**src/rtl/excess3_serial_adder.sv**
```systemverilog
// Digit-serial Excess-3 decimal adder, LSD first, one digit pair per handshake, 1-cycle latency.
// Backpressure passes through the single output register; optional subtract mode via EXCESS3_SUB_EN.
module excess3_serial_adder #(
  parameter bit FLUSH_CARRY = 1'b1,
  parameter bit CHECK_CODES = 1'b1
) (
  input  logic       clk,
  input  logic       rst_n,
  input  logic       in_valid,
  output logic       in_ready,
  input  logic [3:0] in_a,
  input  logic [3:0] in_b,
  input  logic       in_last,
`ifdef EXCESS3_SUB_EN
  input  logic       in_sub,
`endif
  output logic       out_valid,
  input  logic       out_ready,
  output logic [3:0] out_digit,
  output logic       out_last,
  output logic       out_carry,
  output logic       out_err
);

  typedef enum logic {RUN, FLUSH} state_t;

  state_t     state_q, state_d;
  logic       out_valid_q, out_valid_d;
  logic [3:0] out_digit_q, out_digit_d;
  logic       out_last_q, out_last_d;
  logic       out_carry_q, out_carry_d;
  logic       out_err_q, out_err_d;
  logic       carry_q, carry_d;

  logic       out_free, accept, sub_eff, cin, cout, beat_err, flush_go;
  logic [3:0] b_eff, digit;
  logic [4:0] sum;

  function automatic logic bad_code(input logic [3:0] x);
    return (x < 4'd3) || (x > 4'd12);
  endfunction

`ifdef EXCESS3_SUB_EN
  // first_q marks the LSD of an operand, where the subtract flag is sampled.
  logic first_q, first_d, sub_q, sub_d;
  assign sub_eff = first_q ? in_sub : sub_q;
  assign cin     = carry_q | (first_q & sub_eff);
`else
  assign sub_eff = 1'b0;
  assign cin     = carry_q;
`endif

  assign out_free = !out_valid_q || out_ready;
  assign in_ready = (state_q == RUN) && out_free;
  assign accept   = in_valid && in_ready;

  // Nines' complement of an Excess-3 digit is its bitwise inverse.
  assign b_eff    = sub_eff ? ~in_b : in_b;
  assign sum      = {1'b0, in_a} + {1'b0, b_eff} + {4'b0000, cin};
  assign cout     = sum[4];
  assign digit    = cout ? (sum[3:0] + 4'd3) : (sum[3:0] - 4'd3);
  assign beat_err = CHECK_CODES && (bad_code(in_a) || bad_code(in_b));
  assign flush_go = FLUSH_CARRY && in_last && cout && !sub_eff;

  always_comb begin
    state_d     = state_q;
    out_valid_d = out_valid_q;
    out_digit_d = out_digit_q;
    out_last_d  = out_last_q;
    out_carry_d = out_carry_q;
    out_err_d   = out_err_q;
    carry_d     = carry_q;
    if (accept) begin
      out_valid_d = 1'b1;
      out_digit_d = digit;
      out_err_d   = beat_err;
      out_last_d  = in_last && !flush_go;
      out_carry_d = in_last && !flush_go && cout;
      carry_d     = in_last ? 1'b0 : cout;
      state_d     = flush_go ? FLUSH : RUN;
    end else if (state_q == FLUSH && out_free) begin
      out_valid_d = 1'b1;
      out_digit_d = 4'b0100;
      out_err_d   = 1'b0;
      out_last_d  = 1'b1;
      out_carry_d = 1'b1;
      state_d     = RUN;
    end else if (out_valid_q && out_ready) begin
      out_valid_d = 1'b0;
    end
  end

`ifdef EXCESS3_SUB_EN
  always_comb begin
    first_d = first_q;
    sub_d   = sub_q;
    if (accept) begin
      first_d = in_last;
      if (first_q) sub_d = in_sub;
    end
  end

  always_ff @(posedge clk or negedge rst_n) begin
    if (!rst_n) begin
      first_q <= 1'b1;
      sub_q   <= 1'b0;
    end else begin
      first_q <= first_d;
      sub_q   <= sub_d;
    end
  end
`endif

  always_ff @(posedge clk or negedge rst_n) begin
    if (!rst_n) begin
      state_q     <= RUN;
      out_valid_q <= 1'b0;
      out_digit_q <= 4'd0;
      out_last_q  <= 1'b0;
      out_carry_q <= 1'b0;
      out_err_q   <= 1'b0;
      carry_q     <= 1'b0;
    end else begin
      state_q     <= state_d;
      out_valid_q <= out_valid_d;
      out_digit_q <= out_digit_d;
      out_last_q  <= out_last_d;
      out_carry_q <= out_carry_d;
      out_err_q   <= out_err_d;
      carry_q     <= carry_d;
    end
  end

  assign out_valid = out_valid_q;
  assign out_digit = out_digit_q;
  assign out_last  = out_last_q;
  assign out_carry = out_carry_q;
  assign out_err   = out_err_q;

endmodule

```
**config.mk**
```make
export PLATFORM = sky130hd
export DESIGN_NAME = excess3_serial_adder
export DESIGN_NICKNAME = d
export VERILOG_FILES = /design/src/rtl/excess3_serial_adder.sv
export SDC_FILE = /design/constraint.sdc
export NUM_CORES = 1
export LEC_CHECK = 0
export BUFFER_PORTS_ARGS = -buffer_cell sky130_fd_sc_hd__buf_4
export CORE_MARGIN = 2
export CORE_UTILIZATION = 45
export CTS_CLUSTER_DIAMETER = 200
export CTS_CLUSTER_SIZE = 10
export DETAILED_ROUTE_END_ITERATION = 6
export PLACE_DENSITY_LB_ADDON = 0.25
export SLEW_MARGIN = 20
export SYNTH_ARGS = -nofsm -noshare
export SYNTH_HDL_FRONTEND = slang
export SYNTH_SLANG_ARGS = --single-unit
```
**constraint.sdc**
```tcl
create_clock -name clk -period 2.9 [get_ports clk]
set_clock_uncertainty 0.05 [all_clocks]
set_input_delay 0.145 -clock clk [delete_from_list [all_inputs] [get_ports clk]]
set_output_delay 0.145 -clock clk [all_outputs]
set_load 0.05 [all_outputs]
```
### After elaboration in Yosys (flattened, before gate mapping)

Index checks and enable logic that the tools add are counted.

* bitwise gates (word level): 1
* muxes and demuxes: 14
* reductions and logical operators: 15
* magnitude comparators: 4
* add/subtract/negate cells: 4

Operator list (number)
* $mux 4: 3
* $mux 1: 11
* $gt 4x4->1 const B: 2
* $lt 4x2->1 const B: 2
* $logic_and 1x1->1: 7
* $add 4x4->5: 1
* $add 5x1->5: 1
* $add 4x2->4 const B: 1
* $logic_or 1x1->1: 4
* $sub 4x2->4 const B: 1
* $reduce_bool 3->1: 1
* $logic_not 1->1: 2
* $reduce_bool 2->1: 1
* $not 1->1: 1

* flip-flop bits (word level): 10
* input bits: 13
* output and inout port bits: 9

### Depth between registers and ports, before layout

Gate-level depths: netlist of run 1.

* depth after elaboration: 7
* mapped depth: 12

### Worst setup path before layout of run 1

No wires, ideal clock.

* path kind: reg2reg
* start: register carry_q
* end: register out_digit_q[3] (netlist: out_digit[3])
* buffers on the path: 0
* data required time: 2727 ps
* data arrival time: 2324 ps
* setup slack: 402 ps
* cell stages (with the launch flop): 13
* clock period less this slack: 2498 ps
* cell sequence: dfrtp_1 > fa_1 > inv_1 > fa_1 > nand2b_1 > a21o_1 > inv_1 > ha_1 > a21o_1 > a21oi_1 > xnor2_1 > xnor2_1 > o21ai_1

* word-level cells in the longest chain between the ends: 4
* elaborated cells on any way between the ends: 5
* classes of those cells: add/sub: 3; mux: 2

Ends and longest elaborated chain
* start: declaration: line 33 `logic carry_q, carry_d;`
* start signal: assignment: line 130 `carry_q <= carry_d;`
* $add 5x1->5 *: line 59 `assign sum = {1'b0, in_a} + {1'b0, b_eff} + {4'b0000, cin};`
* $sub 4x2->4 / $add 4x2->4 (equally long branches): line 61 `assign digit = cout ? (sum[3:0] + 4'd3) : (sum[3:0] - 4'd3);`
* $mux 4 *: line 61
* $mux 4 *: line 73 `if (accept) begin`
* end signal: assignment: line 126 `out_digit_q <= out_digit_d;`
* end: declaration: line 29 `logic [3:0] out_digit_q, out_digit_d;`

Every way passes the cells marked *; elsewhere a longest branch is shown, timed or not.
A chain may end at the register's enable or synchronous reset.

### Final worst setup path of run 1

Ends and elaborated chain as after synthesis.

==> parameters.txt, run 1 <==
Parameter                              Value

Clock tree
  CTS Buf Count    3
  Cell at the root of the clock tree    clkbuf_4
  Number of H-tree levels    1
  Clock transition at the register clock pins on the worst setup and hold paths after CTS    0.08 ns
  Source-to-sink clock delay at the later pin of the worst-skew pair    0.26 ns
  Clock tree sinks    10
  Number of buffers on the longest clock path    2
  Number of instances resized during post-cts repair    0
  TritonCTS clock tree    done

STA
  Unrepaired setup endpoints after global routing    false
  Max Slew Vio Count    0
  Setup violations, final    0
  Slew at the pin closest to its max-slew limit    0.396 ns
  Crit path time final    2.60 ns
  Remaining max-slew budget at the tightest pin    73.5%
  Achievable clock frequency    0.385 GHz
  Number of hold violations in the final report    0
  Post-layout worst setup margin    0.303 ns
  Fin Setup TNS    0 ns
  Period utilisation layout    89.6%

Worst hold path
  Hold Path Origin    in_last
  Worst hold path type    in2reg
  Hold worst-path end    carry_q
  Hold depth    2

Routing
  Vias    605
  Remaining routing DRC violations    0
  First-pass DRT Iterations    4
  Post-detailed-route count of antenna-violating nets    0
  Sum of routed wire length over all layers    1.44 mm
  Vias per Instance    5.35
  Drt first-iter violations    7
  Post-DR wirelength/cell    12.7 um

Power and ir drop
  Max VDD drop    0.318 mV
  Static Leakage    0.464 nW
  Pwr per Cell Area    751 nW/um2

GRT
  Initial antenna violation count    0
  Global-route wire length before repair    2.35 mm
  All-layer global routing usage    17.3%
  Number of global-route vias before repair    588
  Maximum number of pins on one net before global-route repair    15
  Overflow left after global routing    0

Floorplan
  Core area    1450 um2
  Die footprint    1840 um2
  DIE HEIGHT    42.9 um
  Die span in x    42.9 um
  Count of pins on the block boundary    22
  Number of rows created at floorplan    14
  Initial cell density of the core    46.7%

Critical path
  Slowest-stage cell, CP    fa_1
  Critical Path, Cell by Cell    fa_1 -> inv_1 -> fa_1 -> nand2b_1 -> a21o_1 -> inv_1 -> ha_1 -> a21o_1 -> a21oi_1 -> xnor2_1 -> xnor2_1 -> o21ai_1
  Endpoint of the worst register-to-register path    out_digit[3]
  Worst Path Required    2.98 ns
  FF-to-FF setup slack    0.30 ns
  Cell family with the largest share of critical-path delay    adder cells
  Kind of end point of the critical path    register
  Worst-path maximum fanout    2
  Kind of start point of the critical path    register
  Depth of the most critical reg-to-reg path    12
  Crit Path Class    reg2reg
  Startpoint of the most critical register-to-register path    carry_q
  Number of buffers and inverters on the critical path    2
  Arrival time at the worst endpoint    2.68 ns
  Biggest cell delay along the critical path    0.40 ns

Synth
  Number of synthesis warnings    0
  Primary FF master, synth    dfrtp_1
  Instance count of the mapped netlist    71
  Post-Synthesis Net Count    92
  Synth async-reset ratio    100%
  Seq/Total Area, Yosys    36.8%
  Syn avg cell area    9.57 um2
  Post-synthesis cell area    679 um2
  Post-synthesis sequential element count    10
  Count of cell types in the netlist    25
  Number of synthesized flops with an enable pin    0

Final layout
  Commonest non-fill, non-tap cells in the layout    buf_4, dfrtp_1, a21oi_1
  Fraction of final layout cells with drive strength greater than 1    27.8%
  Final #Nets    119
  Antenna cell count    0
  Filler instances    138
  Layout overhead on the synthesized area    33.3%
  Leading cell type in the layout, fill and taps excluded    buf_4

Place
  Dpl ws    0.324 ns
  HPWL reported at the end of detailed placement    1.21 mm
  Final weighted congestion of routability-driven global placement    0.728
  Count of input and output buffers    21

Job
  Max-capacitance violation count    0

Outcome
  Run status    finished clean
## power breakdown
part | internal, W | switching (W)
logic | 0.000128 | 0.000228
clock network | 0.0000761 | 0.0000504
registers | 0.000176 | 0.0000218
total | 0.000380 | 0.000300
## routing by layer
layer	vias up	part of all wire (%)	track usage (%)
met1	286	41	17.5
met5	-	0	0
met4	0	1.5	11.3
met2	17	53	33.0
li1	300	-	-
met3	2	3.8	1.28
## repair_timing
action,4_1_cts,5_1_grt
endpoints found under the hold margin,10,0
hold buffers,1,0
setup buffers,0,0
## worst max path at each step
stage                  from            to  slack [ns]  cells past startpoint
finish              carry_q  out_digit[3]        0.30                     12
global route        carry_q  out_digit[3]        0.13                     12
CTS                 carry_q  out_digit[3]        0.30                     12
detailed placement  carry_q  out_digit[3]        0.32                     12
global placement    carry_q  out_digit[3]        0.41                     12
floorplan           carry_q  out_digit[3]        0.40                     12
## cell usage after synthesis, types with 2 or more instances
| master | n | area [um2] |
|---|---|---|
| dfrtp_1 | 10 | 250 |
| a21oi_1 | 8 | 40.0 |
| inv_1 | 6 | 22.5 |
| nand2_1 | 6 | 22.5 |
| ha_1 | 5 | 62.6 |
| nor2_1 | 5 | 18.8 |
| xnor2_1 | 4 | 35.0 |
| a21o_1 | 3 | 22.5 |
| fa_1 | 3 | 60.1 |
| nand3_1 | 3 | 15.0 |
| o21ai_0 | 3 | 15.0 |
| nand2b_1 | 2 | 12.5 |
## cell type report
cell class | instances | area (um2) | share of cell area (%)
multi-input cells | 54 | 402 | 44.3
well taps | 16 | 20.0 | 2.21
repair buffers | 23 | 175 | 19.3
clock buffers | 4 | 36.3 | 4.01
inverters | 6 | 22.5 | 2.49
flip-flops and latches | 10 | 250 | 27.6
## state kept, by name (all words and copies together) (netlist names)
name	cells
carry_q	1
out_digit	4
out_err	1
out_carry	1
state_q	1
out_valid	1
out_last	1
## cells by family (layout without fill, tap and decap cells)
family,after synthesis,in the layout,synth area share [%]
simple gates,18,18,13.1
buf+inv,7,33,4.05
mux,1,1,1.47
fa+ha+maj,8,8,18.0
compound gates,22,22,20.1
flops,10,10,36.8
xor+xnor,5,5,6.45
## worst register-to-register path, stage by stage (launching register included)
cell and delay (ns):
dfrtp_1 0.37, fa_1 0.19, inv_1 0.05, fa_1 0.40, nand2b_1 0.17, a21o_1 0.18, inv_1 0.10, ha_1 0.24
a21o_1 0.18, a21oi_1 0.17, xnor2_1 0.15, xnor2_1 0.14, o21ai_1 0.07
## stage by stage
stage	cells	instance area, um2	utilization, %	hold WS (ns)	total power [W]
after global placement	108	860	59.1	-0.0719	0.000545
after detailed placement	108	860	59.1	-0.0686	0.000559
after global routing	113	906	62.3	0.0459	0.000717
after CTS	113	906	62.3	0.0355	0.000686
after floorplan	71	679	-	-0.201	0.000448
final	113	906	62.3	0.0348	0.000680
No activity file was read; power rests on OpenSTA's default activity.
==> run 2: changes to the inputs <==
- CORE_MARGIN: 2 -> 3
- RECOVER_POWER: default -> 100
==> run 2 against run 1 <==
Against the previous run:
- flip-flop and latch count is the same
- register-to-register slack lost 0.03 ns
- core utilization shrank 0.12 points
- worst hold slack gained 0.0040 ns
- clock power shrank 26%
- total power shrank 11%
- wire length shrank 5.6%
- final area shrank 7.3%
- critical path depth is the same
- non-clock buffer count shrank 1
- worst setup slack lost 0.026 ns
- count of clock-buffer cells in the layout shrank 1
==> parameters.txt, run 2 (same netlist as run 1, synthesis figures left out) <==
Parameter                              Value

Power and ir drop
  Pwr per Cell Area    722 nW/um2 (-3.8%)
  Sequential cell fraction of total power    32.6% (+3.5 points)
  Switching part of the total    47.9% (+3.8 points)
  Internal Pwr Total    0.000316 W (-17%)
  Max VDD drop    0.339 mV (+6.4%)
  Part of the total power dissipated in the clock network    15.5% (-3.1 points)
  Total power after layout    0.000606 W (-11%)
  Sw power    0.000290 W (-3.1%)
  Combinational fraction of design power    51.9% (-0.4 points)
  Static Leakage    0.408 nW (-12%)

Place
  Area of placed instances    851 um2 (-1.0%)
  Cell count after placement    106 (-1.9%)
  HPWL reported at the end of detailed placement    1.12 mm (-7.4%)
  Final weighted congestion of routability-driven global placement    0.757 (+4.0%)
  Count of input and output buffers    21 (unchanged)

Clock tree
  TritonCTS clock tree    done
  Cell at the root of the clock tree    clkbuf_4
  Number of buffers on the longest clock path    2 (unchanged)
  CTS Buf Count    3 (unchanged)
  Clock transition at the register clock pins on the worst setup and hold paths after CTS    0.06 ns (-0.02 ns)
  Clock tree sinks    10 (unchanged)
  Buffers inserted during post-CTS setup optimization    0 (unchanged)
  Source-to-sink clock delay at the later pin of the worst-skew pair    0.26 ns (about the same)
  Number of H-tree levels    1 (unchanged)

STA
  WHS    0.0388 ns (+0.00400 ns)
  Number of hold violations in the final report    0 (unchanged)
  Crit path time final    2.62 ns (+0.0263 ns)
  Achievable clock frequency    0.381 GHz (-1.0%)
  Period utilisation layout    90.5% (+0.91 points)
  Unrepaired setup endpoints after global routing    false
  Fin Setup TNS    0 ns (unchanged)
  Remaining max-slew budget at the tightest pin    59.0% (-14 points)
  Setup violations, final    0 (unchanged)
  Max Slew Vio Count    0 (unchanged)
  Slew at the pin closest to its max-slew limit    0.617 ns (+0.221 ns)

Floorplan
  Core area    1350 um2 (-7.1%)
  Number of rows created at floorplan    13 (-1)
  Die span in x    44.9 um (+4.7%)
  Die footprint    2010 um2 (+9.6%)
  Initial cell density of the core    50.3% (+3.6 points)
  Count of pins on the block boundary    22 (unchanged)
  DIE HEIGHT    44.9 um (+4.7%)

GRT
  Maximum number of pins on one net before global-route repair    15 (unchanged)
  Overflow left after global routing    0 (unchanged)
  All-layer global routing usage    16.5% (-0.82 points)
  Initial antenna violation count    0 (unchanged)
  Number of global-route vias before repair    572 (-2.7%)
  Global-route wire length before repair    2.41 mm (+2.6%)

Outcome
  Run status    finished clean

Routing
  Remaining routing DRC violations    0 (unchanged)
  First-pass DRT Iterations    3 (-1)
  Sum of routed wire length over all layers    1.36 mm (-5.6%)
  Vias per Instance    5.32 (-0.67%)
  Vias    585 (-3.3%)
  Post-detailed-route count of antenna-violating nets    0 (unchanged)
  Post-DR wirelength/cell    12.3 um (-3.1%)
  Drt first-iter violations    4 (-3)

Critical path
  Worst Path Required    2.98 ns (about the same)
  Arrival time at the worst endpoint    2.71 ns (+0.03 ns)
  Kind of end point of the critical path    register
  Kind of start point of the critical path    register
  Worst-path maximum fanout    6 (+4)
  Crit Path Class    reg2reg

Final layout
  Commonest non-fill, non-tap cells in the layout    buf_4, dfrtp_1, clkbuf_1
  Flip-flop count of the largest register, all copies and words added    4 (unchanged)
  Final #Nets    118 (-0.84%)
  Fraction of final layout cells with drive strength greater than 1    15.8% (-12 points)
  Filler-free cell count of the finished design    110 (-2.7%)
  Final standard cell area without fillers    840 um2 (-7.3%)
  Antenna cell count    0 (unchanged)
  Leading cell type in the layout, fill and taps excluded    buf_4
  Layout overhead on the synthesized area    23.6%
  Filler instances    126 (-8.7%)

Worst hold path
  Worst hold path type    in2reg

Job
  Max-capacitance violation count    0 (unchanged)
==> run 2: cell count changes in the layout (fill, tap and decap cells not counted) <==
cell / before / now
a21o_2: 0 / 1
clkbuf_1: 0 / 10
clkbuf_8: 1 / 0
buf_4: 22 / 11
nor2b_4: 1 / 0
a21o_1: 3 / 2
o21ai_1: 1 / 0
nor2b_1: 0 / 1
o21ai_0: 3 / 4
==> run 2: what timing repair did <==
action                     CTS  global route
gates resized for setup      0             1
hold buffers                 1             0
setup endpoints to repair    0             1
hold endpoints to repair    10             0
==> run 2: metrics by stage <==
stage                     setup slack (ns)  util, %
after detailed placement             0.214     63.0
after global placement               0.286     63.0
final                                0.277     62.2
after floorplan                      0.402        -
after global routing                0.0701     62.2
after CTS                            0.199     65.4
==> run 2: cell type report <==
class	count	area, um2	area share (%)
repair buffers	22	130	15.5
flip-flops and latches	10	250	29.8
clock buffers	3	22.5	2.68
multi-input cells	54	395	47.1
inverters	6	22.5	2.68
well taps	15	18.8	2.24
==> run 2: power groups by stage <==
stage,combinational [W],sequential (W),clock (W)
2_1_floorplan,0.000127,0.000321,0
3_3_place_gp,0.000345,0.000198,0
3_5_place_dp,0.000351,0.000202,0
4_1_cts,0.000353,0.000199,0.0000950
5_1_grt,0.000345,0.000204,0.0000967
6_report,0.000315,0.000198,0.0000940
==> run 2: routing by layer <==
layer	track usage [%]	routed length, um
met5	0	0
met4	10.5	44
met3	1.20	87
met2	27.8	648
met1	20.3	576
==> run 2: critical path: stages, from the launching register on <==
cell and delay [ns]:
dfrtp_1 0.36, fa_1 0.19, inv_1 0.05, fa_1 0.39, nand2b_1 0.16, a21o_2 0.24
inv_1 0.11, ha_1 0.24, a21o_1 0.17, a21oi_1 0.17, xnor2_1 0.15, xnor2_1 0.13
o21ai_0 0.08
==> run 2: final timing paths <==
kind	start	end	slack (ns)	depth (start not counted)
min in group asynchronous	rst_n	out_digit[2]	0.32	2
max in group asynchronous	rst_n	out_err	2.12	2
setup reg to reg	carry_q	out_digit[3]	0.28	12
setup / recovery	carry_q	out_digit[3]	0.28	12
hold / removal	in_last	carry_q	0.04	2
hold reg to reg	out_carry	out_carry	0.44	2
==> run 3: changes to the inputs <==
- ABC_AREA: default -> 1
- PLACE_DENSITY: default -> 0.69
- PLACE_DENSITY_LB_ADDON: 0.25 -> default
==> run 3 against run 2 <==
Against the previous run:
- fmax is 5.8% higher
- global-route usage is 0.36 points lower
- critical path depth is 2 higher
- count of clock-buffer cells in the layout stayed put
- non-clock buffer count stayed put
- synthesized cell count is 37% higher
- wire length is 16% higher
- largest cell class unchanged
- highest routed layer is now met3
==> parameters.txt, run 3 <==
Parameter                              Value

Critical path
  Kind of end point of the critical path    register
  Biggest cell delay along the critical path    0.39 ns (about the same)
  Most repeated library cell on the critical path    nand2_1
  Crit Path Class    reg2reg
  Cell family with the largest share of critical-path delay    adder cells
  Number of buffers and inverters on the critical path    1 (-1)
  Arrival time at the worst endpoint    2.58 ns (-0.13 ns)
  Worst-path maximum fanout    4 (-2)
  Kind of start point of the critical path    register
  Critical Path, Cell by Cell    fa_1 -> inv_1 -> fa_1 -> nor2_1 -> nor2_1 -> ha_1 -> nand2_2 -> nand2_1 -> nor2_1 -> nand2_1 -> nand2_1 -> nand2_1 -> nand3_2 -> nand2_2
  Slowest-stage cell, CP    dfrtp_1
  Worst Path Required    3.00 ns (+0.02 ns)

Power and ir drop
  Max VDD drop    0.374 mV (+11%)
  Sw power    0.000304 W (+4.5%)
  Switching part of the total    48.9% (+1.0 points)
  Internal Pwr Total    0.000317 W (+0.42%)
  Static Leakage    0.504 nW (+23%)
  Sequential cell fraction of total power    31.1% (-1.5 points)
  Pwr per Cell Area    676 nW/um2 (-6.4%)
  Combinational fraction of design power    54.0% (+2.1 points)
  Part of the total power dissipated in the clock network    14.9% (-0.6 points)

Floorplan
  Number of rows created at floorplan    14 (+1)
  Core area    1560 um2 (+15%)
  Die footprint    2250 um2 (+12%)
  Die span in x    47.5 um (+5.9%)
  Count of pins on the block boundary    22 (unchanged)
  Initial cell density of the core    49.7% (-0.65 points)
  DIE HEIGHT    47.5 um (+5.9%)

Clock tree
  Cell at the root of the clock tree    clkbuf_4
  Buffers inserted during post-CTS setup optimization    0 (unchanged)
  Clock tree sinks    10 (unchanged)
  Clock transition at the register clock pins on the worst setup and hold paths after CTS    0.06 ns (about the same)
  Number of H-tree levels    1 (unchanged)
  TritonCTS clock tree    done
  CTS Buf Count    3 (unchanged)
  Number of buffers on the longest clock path    2 (unchanged)
  Source-to-sink clock delay at the later pin of the worst-skew pair    0.26 ns (about the same)

STA
  Slew at the pin closest to its max-slew limit    0.627 ns (+0.00987 ns)
  Max Slew Vio Count    0 (unchanged)
  Setup violations, final    0 (unchanged)
  Period utilisation layout    85.5% (-4.9 points)
  Number of hold violations in the final report    0 (unchanged)
  Remaining max-slew budget at the tightest pin    58.0% (-0.99 points)
  Fin Setup TNS    0 ns (unchanged)
  Crit path time final    2.48 ns (-0.143 ns)
  Achievable clock frequency    0.403 GHz (+5.8%)
  Unrepaired setup endpoints after global routing    false

Synth
  Commonest cells in the synthesized netlist    nand2_1, inv_1, dfrtp_1, nand2_2
  Post-synthesis sequential element count    10 (unchanged)
  Seq/Total Area, Yosys    32.3% (-4.5 points)
  Count of cell types in the netlist    22 (-12%)
  Syn avg cell area    7.98 um2 (-17%)
  Number of synthesized flops with an enable pin    0 (unchanged)
  Area share of the largest cell type after synthesis    32.3% (-4.5 points)
  Number of synthesis warnings    0 (unchanged)
  Post-synthesis cell type with the largest combined area    dfrtp_1
  Synth async-reset ratio    100% (unchanged)
  Instance count of the mapped netlist    97 (+37%)
  Most frequently used cell type in the post-synthesis netlist    nand2_1
  Primary FF master, synth    dfrtp_1
  Post-synthesis cell area    774 um2 (+14%)
  Biggest area contributors in the synthesized netlist    dfrtp_1, nand2_1, inv_1
  Post-Synthesis Net Count    118 (+28%)

GRT
  Initial antenna violation count    0 (unchanged)
  Overflow left after global routing    0 (unchanged)
  Maximum number of pins on one net before global-route repair    11 (-4)
  Global-route wire length before repair    2.53 mm (+5.1%)
  All-layer global routing usage    16.1% (-0.36 points)
  Number of global-route vias before repair    614 (+7.3%)

Final layout
  Leading cell type in the layout, fill and taps excluded    nand2_1
  Filler-free cell count of the finished design    138 (+25%)
  Final #Nets    145 (+23%)
  Antenna cell count    0 (unchanged)
  Commonest non-fill, non-tap cells in the layout    nand2_1, inv_1, buf_4
  Flip-flop count of the largest register, all copies and words added    4 (unchanged)
  Fraction of final layout cells with drive strength greater than 1    18.9% (+3.1 points)
  Final standard cell area without fillers    918 um2 (+9.4%)
  Layout overhead on the synthesized area    18.6%

Outcome
  Run status    finished clean

Job
  Max-capacitance violation count    0 (unchanged)

Place
  HPWL reported at the end of detailed placement    1.27 mm (+14%)
  Cell count after placement    134 (+26%)
  Area of placed instances    952 um2 (+12%)
  Final weighted congestion of routability-driven global placement    0.822 (+8.5%)
  Count of input and output buffers    21 (unchanged)

Routing
  Remaining routing DRC violations    0 (unchanged)
  Post-detailed-route count of antenna-violating nets    0 (unchanged)
  Vias    649 (+11%)
  Vias per Instance    4.70 (-12%)
  Sum of routed wire length over all layers    1.57 mm (+16%)
  Drt first-iter violations    5 (+1)
  Post-DR wirelength/cell    11.4 um (-7.7%)
  First-pass DRT Iterations    3 (unchanged)

Worst hold path
  Worst hold path type    in2reg
## run 3: layout make-up
class                           count  area (um2)
Fill cell                         155         641
Sequential cell                    10         250
Clock buffer                        3        22.5
Inverter                           19        71.3
Multi-Input combinational cell     68         424
Timing Repair Buffer               22         130
Tap cell                           16        20.0
## run 3: metrics by stage
step           utilization, %  power (W)  hold slack (ns)  setup slack (ns)
4_1_cts                  63.2   0.000667           0.0236             0.528
3_5_place_dp             61.1   0.000572          -0.0696             0.546
6_report                 58.9   0.000621           0.0320             0.420
3_3_place_gp             61.1   0.000568          -0.0721             0.597
2_1_floorplan               -   0.000466           -0.201             0.732
5_1_grt                  58.9   0.000672           0.0417             0.191
## run 3: worst paths after layout
path,cells past startpoint,slack [ns],start,to
setup / recovery,14,0.42,carry_q,out_digit[3]
min in group asynchronous,2,0.34,rst_n,out_digit[2]
setup reg to reg,14,0.42,carry_q,out_digit[3]
hold / removal,2,0.03,in_last,carry_q
max in group asynchronous,2,2.10,rst_n,out_valid
hold reg to reg,2,0.44,out_carry,out_carry
## run 3: worst register-to-register path, stage by stage (launching register included)
cell	delay (ns)
dfrtp_1	0.39
fa_1	0.39
inv_1	0.09
fa_1	0.21
nor2_1	0.06
nor2_1	0.26
ha_1	0.35
nand2_2	0.09
nand2_1	0.05
nor2_1	0.10
nand2_1	0.06
nand2_1	0.10
nand2_1	0.07
nand3_2	0.07
nand2_2	0.04
## run 3: logic make-up after synthesis
kind of cell,count (synthesis),synth area share [%]
AOI/OAI and AO/OA,12,9.37
DFF,10,32.3
xor gates and xnor gates,2,2.26
buffers and inverters,19,9.21
adders and majority gates,8,15.8
and+or+nand+nor,46,31.0
## run 3: power by group through the flow
stage	combinational [W]	clock (W)	sequential, W
after floorplan	0.000158	0	0.000308
after global placement	0.000373	0	0.000195
after detailed placement	0.000375	0	0.000197
after CTS	0.000377	0.0000951	0.000195
after global routing	0.000373	0.000101	0.000198
final	0.000335	0.0000925	0.000193
## run 3: layer usage
layer  GRT usage [%]  part of all wire, %
met5               0                    0
met2            25.1                   49
met3            5.64                  4.2
met1            21.6                   46
met4            3.31                    0
## run 3: timing repair
item,in CTS,in global routing
gates resized for setup,0,0
hold endpoints to repair,10,0
hold buffers,1,0
